--- config.mk ---
export PLATFORM = sky130hd
export DESIGN_NAME = pipeline_run_sequencer_flat
export DESIGN_NICKNAME = d
export VERILOG_FILES = /design/src/rtl/pipeline_run_sequencer_if.sv /design/src/rtl/pipeline_run_sequencer.sv /design/src/flat_wrapper.sv
export SDC_FILE = /design/constraint.sdc
export NUM_CORES = 1
export LEC_CHECK = 0
export CAP_MARGIN = 5
export CORE_ASPECT_RATIO = 2
export CORE_MARGIN = 2
export CORE_UTILIZATION = 31
export DETAILED_ROUTE_END_ITERATION = 8
export GPL_ROUTABILITY_DRIVEN = 0
export SKIP_CTS_REPAIR_TIMING = 1
export SLEW_MARGIN = 20
export SYNTH_ARGS = -nofsm -noshare
export SYNTH_HDL_FRONTEND = slang
export SYNTH_SLANG_ARGS = --single-unit
--- constraint.sdc ---
create_clock -name clk -period 1.9 [get_ports clk]
set_input_delay 0.57 -clock clk [delete_from_list [all_inputs] [get_ports clk]]
set_output_delay 0.57 -clock clk [all_outputs]
set_load 0.03 [all_outputs]
--- src/rtl/pipeline_run_sequencer_if.sv ---
// Front-panel bus between board I/O and the pipeline run sequencer.
// The slave side is the sequencer; the master side is the board/bench.
interface pipeline_run_sequencer_if #(
  parameter int unsigned CNT_W = 16
);
  logic [3:0]       switches;
  logic [2:0]       buttons;
  logic             pipe_en;
  logic             pipe_flush;
  logic             pipe_clr;
  logic [1:0]       ctrl_mode;
  logic             busy;
  logic [CNT_W-1:0] step_count;
  logic             err;

  modport master (
    output switches, buttons,
    input  pipe_en, pipe_flush, pipe_clr, ctrl_mode, busy, step_count, err
  );

  modport slave (
    input  switches, buttons,
    output pipe_en, pipe_flush, pipe_clr, ctrl_mode, busy, step_count, err
  );
endinterface

--- src/rtl/pipeline_run_sequencer.sv ---
// Front-panel sequencer: synchronises/debounces go/halt/clear buttons and drives
// the pipeline stage enables through RUN, STEP, BURST and DRAIN operations.
module pipeline_run_sequencer #(
  parameter int unsigned DB_CYCLES    = 4,
  parameter int unsigned BURST_LEN    = 3,
  parameter int unsigned DRAIN_CYCLES = 5,
  parameter int unsigned CNT_W        = 16
) (
  input  logic                    clk,
  input  logic                    reset_n,
  pipeline_run_sequencer_if.slave bus
);

  localparam int unsigned DB_W    = (DB_CYCLES > 1) ? $clog2(DB_CYCLES + 1) : 1;
  localparam int unsigned LEN_MAX = (BURST_LEN > DRAIN_CYCLES) ? BURST_LEN : DRAIN_CYCLES;
  localparam int unsigned LEN_W   = $clog2(LEN_MAX + 1);

  typedef enum logic [2:0] {
    IDLE,
    RUN,
    STEP,
    BURST,
    DRAIN,
    CLEAR
  } state_t;

  logic [2:0]      sync1;
  logic [2:0]      sync2;
  logic [2:0]      level;
  logic [2:0]      level_d;
  logic [2:0]      press;
  logic [DB_W-1:0] db_cnt [3];

  logic go;
  logic halt;
  logic clr;

  state_t           state;
  state_t           state_next;
  logic [LEN_W-1:0] len_cnt;
  logic [LEN_W-1:0] len_next;
  logic [1:0]       mode_q;
  logic [1:0]       mode_next;
  logic [1:0]       sw_mode;
  logic             sw_onehot;
  logic             err_set;
  logic             err_q;
  logic [CNT_W-1:0] step_q;
  logic             en;

  always_ff @(posedge clk or negedge reset_n) begin
    if (!reset_n) begin
      sync1 <= '0;
      sync2 <= '0;
    end else begin
      sync1 <= bus.buttons;
      sync2 <= sync1;
    end
  end

  // Level only moves after DB_CYCLES consecutive cycles disagreeing with it.
  always_ff @(posedge clk or negedge reset_n) begin
    if (!reset_n) begin
      level   <= '0;
      level_d <= '0;
      for (int unsigned i = 0; i < 3; i++) begin
        db_cnt[i] <= '0;
      end
    end else begin
      level_d <= level;
      for (int unsigned i = 0; i < 3; i++) begin
        if (sync2[i] == level[i]) begin
          db_cnt[i] <= '0;
        end else if (db_cnt[i] == DB_W'(DB_CYCLES - 1)) begin
          level[i]  <= sync2[i];
          db_cnt[i] <= '0;
        end else begin
          db_cnt[i] <= db_cnt[i] + DB_W'(1);
        end
      end
    end
  end

  assign press = level & ~level_d;
  assign go    = press[0];
  assign halt  = press[1];
  assign clr   = press[2];

  always_comb begin
    sw_onehot = $onehot(bus.switches);
    sw_mode   = 2'd3;
    if (bus.switches[3]) begin
      sw_mode = 2'd0;
    end else if (bus.switches[2]) begin
      sw_mode = 2'd1;
    end else if (bus.switches[1]) begin
      sw_mode = 2'd2;
    end
  end

  // Priority clear > halt > go: a clear event overrides whatever the state wants.
  always_comb begin
    state_next = state;
    len_next   = len_cnt;
    mode_next  = mode_q;
    err_set    = 1'b0;
    if (clr) begin
      state_next = CLEAR;
      len_next   = '0;
    end else begin
      case (state)
        IDLE: begin
          if (go && !halt) begin
            if (sw_onehot) begin
              mode_next = sw_mode;
              case (sw_mode)
                2'd0: state_next = RUN;
                2'd1: state_next = STEP;
                2'd2: begin
                  state_next = BURST;
                  len_next   = LEN_W'(BURST_LEN);
                end
                default: begin
                  state_next = DRAIN;
                  len_next   = LEN_W'(DRAIN_CYCLES);
                end
              endcase
            end else begin
              err_set = 1'b1;
            end
          end
        end
        RUN: begin
          if (halt) begin
            state_next = IDLE;
          end
        end
        STEP: state_next = IDLE;
        BURST, DRAIN: begin
          if (halt || len_cnt == LEN_W'(1)) begin
            state_next = IDLE;
            len_next   = '0;
          end else begin
            len_next = len_cnt - LEN_W'(1);
          end
        end
        CLEAR: state_next = IDLE;
        default: begin
          state_next = IDLE;
          len_next   = '0;
        end
      endcase
    end
  end

  assign en = (state == RUN) || (state == STEP) || (state == BURST) || (state == DRAIN);

  always_ff @(posedge clk or negedge reset_n) begin
    if (!reset_n) begin
      state   <= IDLE;
      len_cnt <= '0;
      mode_q  <= '0;
    end else begin
      state   <= state_next;
      len_cnt <= len_next;
      mode_q  <= mode_next;
    end
  end

  // Entering CLEAR wins over a same-cycle increment so the count reads 0 while pipe_clr is high.
  always_ff @(posedge clk or negedge reset_n) begin
    if (!reset_n) begin
      err_q  <= 1'b0;
      step_q <= '0;
    end else begin
      if (state_next == CLEAR) begin
        err_q  <= 1'b0;
        step_q <= '0;
      end else begin
        if (err_set) begin
          err_q <= 1'b1;
        end
        if (en && step_q != '1) begin
          step_q <= step_q + CNT_W'(1);
        end
      end
    end
  end

  assign bus.pipe_en    = en;
  assign bus.pipe_flush = (state == DRAIN);
  assign bus.pipe_clr   = (state == CLEAR);
  assign bus.busy       = (state != IDLE);
  assign bus.ctrl_mode  = mode_q;
  assign bus.step_count = step_q;
  assign bus.err        = err_q;

endmodule
--- src/flat_wrapper.sv ---
// flat-port wrapper written by rule: the top's interface ports become plain ports
module pipeline_run_sequencer_flat 
#(
  parameter int unsigned DB_CYCLES    = 4,
  parameter int unsigned BURST_LEN    = 3,
  parameter int unsigned DRAIN_CYCLES = 5,
  parameter int unsigned CNT_W        = 16
)
  (clk, reset_n, bus_switches, bus_buttons, bus_pipe_en, bus_pipe_flush, bus_pipe_clr, bus_ctrl_mode, bus_busy, bus_step_count, bus_err);
  pipeline_run_sequencer_if #(.CNT_W(CNT_W)) bus_i ();
  input  logic clk;
  input  logic reset_n;
  input wire logic [$bits(bus_i.switches)-1:0] bus_switches;
  input wire logic [$bits(bus_i.buttons)-1:0] bus_buttons;
  output wire logic [$bits(bus_i.pipe_en)-1:0] bus_pipe_en;
  output wire logic [$bits(bus_i.pipe_flush)-1:0] bus_pipe_flush;
  output wire logic [$bits(bus_i.pipe_clr)-1:0] bus_pipe_clr;
  output wire logic [$bits(bus_i.ctrl_mode)-1:0] bus_ctrl_mode;
  output wire logic [$bits(bus_i.busy)-1:0] bus_busy;
  output wire logic [$bits(bus_i.step_count)-1:0] bus_step_count;
  output wire logic [$bits(bus_i.err)-1:0] bus_err;
  assign bus_i.switches = bus_switches;
  assign bus_i.buttons = bus_buttons;
  assign bus_pipe_en = bus_i.pipe_en;
  assign bus_pipe_flush = bus_i.pipe_flush;
  assign bus_pipe_clr = bus_i.pipe_clr;
  assign bus_ctrl_mode = bus_i.ctrl_mode;
  assign bus_busy = bus_i.busy;
  assign bus_step_count = bus_i.step_count;
  assign bus_err = bus_i.err;
  pipeline_run_sequencer #(.DB_CYCLES(DB_CYCLES), .BURST_LEN(BURST_LEN), .DRAIN_CYCLES(DRAIN_CYCLES), .CNT_W(CNT_W)) u_core (.clk(clk), .reset_n(reset_n), .bus(bus_i));
endmodule
==> results.yml <==
logic_synthesis:
  syn_nets: 228
  ys_warn_count: 0
  synth_flop_cell: "dfrtp_1"
  postSynthAreaPerCell_sq_um: 11.1
  synth_edf_count: 0
  async_flop_share_pct: 100
  yosys_register_bits: 46
  synth_seq_area_share_pct: 50.5
  yosysUniqueCellTypes: 42
  synth_cells: 206
  syn_area_sq_mm: 0.00228
die:
  dieArea_sq_mm: 0.00810
  ios: 32
  row_count: 44
  coreArea_sq_mm: 0.00721
  chipHeight_um: 125
  die_w_um: 64.6
  initial_utilization_pct: 31.6
global_routing:
  antenna_found_initial: 0
  grt.overflow.total: 0
  grt_pass1_wl_mm: 8.69
  grt_use_total_pct: 14.0
  grt_pass1_vias: 1843
  grt_max_degree: 47
final_layout:
  design_area_sq_mm: 0.00354
  mostFrequentLayoutCell: "dfrtp_1"
  multi_input_area_sq_mm: 0.00126
  areaGrowthSynthToFinish_pct: 55.4
  layout_common_cells: "dfrtp_1 (45), buf_4 (37), dlymetal6s2s_1 (19)"
  fin_cells: 379
  drive_above_1_share_pct: 41.5
  n_fill_cell: 658
  final_nets: 308
  antenna_cells: 0
  ff_latch_area_sq_mm: 0.00115
setup_path:
  crit_required_ns: 2.08
  start_kind: "input port"
  critPathArrivalTime_ns: 3.14
  end_kind: "flop"
  path_max_fanout: 8
  critPathKind: "in -> reg"
clock_tree:
  cts_max_level: 2
  clkLatencyLatePin_ns: 0.29
  cts_tree: "built"
  cts_max_path_buffers: 2
  clk_pin_slew_ns: 0.06
  numCtsBuffers: 5
  cts_num_sinks: 46
  cts_root_buf: "clkbuf_16"
worst_hold_path:
  hold_path.class: "in -> async"
detailed_routing:
  detail-route-antenna-nets: 0
  drc: 0
  vias: 1858
  dr.pass1.iters: 4
  drt_iter0_markers: 23
  routedWlPerCell_um: 14.4
  wirelength_mm: 5.45
  viasPerCell: 4.90
sta:
  worst_pin_slew_ns: 0.545
  hold_viol: 0
  fmax_mhz: 337
  setup_violations: 29
  drv_slew: 0
  finClkSkew_ns: 0.00387
  finalCriticalPeriod_ns: 2.97
  relSlewSlack_pct: 63.6
  min_period_over_period_pct: 156
  worst_slack_ns: -1.07
  rsz0062_at_grt: "true"
  whs_ns: 0.246
placed_design:
  hpwl_mm: 3.90
  place_area_sq_mm: 0.00307
  dp_cells: 366
  portBuffers: 31
power:
  power.total_mw: 5.13
  p_per_area_mw_per_mm2: 1450
  p_leak_nw: 1.82
  vdd_drop_max_v: 0.000810
flow_run:
  max_cap_violations: 0
outcome:
  violations: "setup timing"
  outcome: "complete, but fails checks"
cells by family (layout without fill, tap and decap cells):
family,Yosys count,in the layout,synth area share [%]
adder cells (fa/ha/maj),13,13,7.46
AND/OR/NAND/NOR,88,88,22.0
multiplexers,6,6,2.96
buffers and inverters,15,96,3.13
AO/OA/AOI/OAI,20,20,7.03
XOR/XNOR,18,18,6.92
flip-flops,46,46,50.5
where the power goes:
part	switching, mW	leakage [nW]	internal (mW)	total [mW]
registers	0.201	0.595	1.25	1.45
clock network	0.365	0.0832	0.596	0.961
logic	1.41	1.15	1.31	2.72
registers in the layout, indices dropped and copies added (netlist names):
name / flops
u_core.level: 3
u_core.state: 3
u_core.sync2: 3
u_core.len_cnt: 3
u_core.bus.ctrl_mode: 2
u_core.level_d: 3
u_core.bus.step_count: 16
u_core.db_cnt: 9
u_core.bus.err: 1
u_core.sync1: 3
Yosys cell counts, types with 2 or more instances:
| master | count | area [sq um] |
|---|---|---|
| xor2_1 | 4 | 35.0 |
| nor2_1 | 27 | 101 |
| a31oi_1 | 2 | 12.5 |
| or3b_2 | 2 | 17.5 |
| inv_1 | 10 | 37.5 |
| ha_1 | 12 | 150 |
| a211oi_1 | 3 | 22.5 |
| nand2_1 | 6 | 22.5 |
| dfrtp_1 | 46 | 1150 |
| nor4_1 | 2 | 12.5 |
| a21oi_1 | 3 | 15.0 |
| nor3_1 | 9 | 45.0 |
| nand4_1 | 5 | 31.3 |
| and4_1 | 2 | 17.5 |
| nor2b_1 | 7 | 43.8 |
| o21ai_0 | 4 | 20.0 |
| xnor2_1 | 14 | 123 |
| nand2b_1 | 2 | 12.5 |
| and3_1 | 2 | 12.5 |
| mux2_2 | 6 | 67.6 |
| nand3_1 | 7 | 35.0 |
| nor3b_1 | 9 | 67.6 |
| clkbuf_1 | 2 | 7.51 |
| buf_6 | 2 | 22.5 |
path summary, 6_finish.rpt:
kind	cells past startpoint	slack [ns]	to	start
worst max register to register	7	-0.23	u_core.bus.step_count[3]	u_core.level[1]
worst min-delay path	2	0.25	u_core.db_cnt[6]	reset_n
min in group clk	0	0.35	u_core.sync2[2]	u_core.sync1[2]
max in group asynchronous	2	1.41	u_core.state[1]	reset_n
worst max-delay path	11	-1.07	u_core.bus.step_count[3]	bus_switches[2]
worst min register to register	0	0.35	u_core.sync2[2]	u_core.sync1[2]
critical path: stages:
cell and delay, ns:
buf_8 0.10, inv_6 0.05, ha_4 0.20, ha_4 0.15, fa_1 0.43, or3b_4 0.42
nor4_4 0.36, nand2_2 0.12, a221oi_4 0.44, clkbuf_16 0.25, nor2_4 0.04
layout make-up:
cell class	count	area share [%]
Multi-Input combinational cell	145	35.7
Sequential cell	46	32.5
Timing Repair Buffer	77	22.0
Clock buffer	8	4.70
Tap cell	92	3.25
Inverter	11	1.80
per-layer routing:
metal	global-route usage (%)	up-vias	routed length, um
met2	25.2	36	3140
met3	2.07	9	151
met4	7.88	0	136
met1	15.0	935	2030
met5	0	-	0
li1	-	878	-
stage by stage:
| step | TNS (ns) | setup slack (ns) | util [%] |
|---|---|---|---|
| after floorplan | -21.56 | -1.03 | - |
| after global placement | -40.31 | -1.68 | 42.6 |
| after detailed placement | -41.31 | -1.73 | 42.6 |
| after CTS | -36.72 | -1.45 | 44.9 |
| after global routing | -25.76 | -1.17 | 49.1 |
| final | -23.15 | -1.07 | 49.1 |
(Power assumes the default switching activity.)
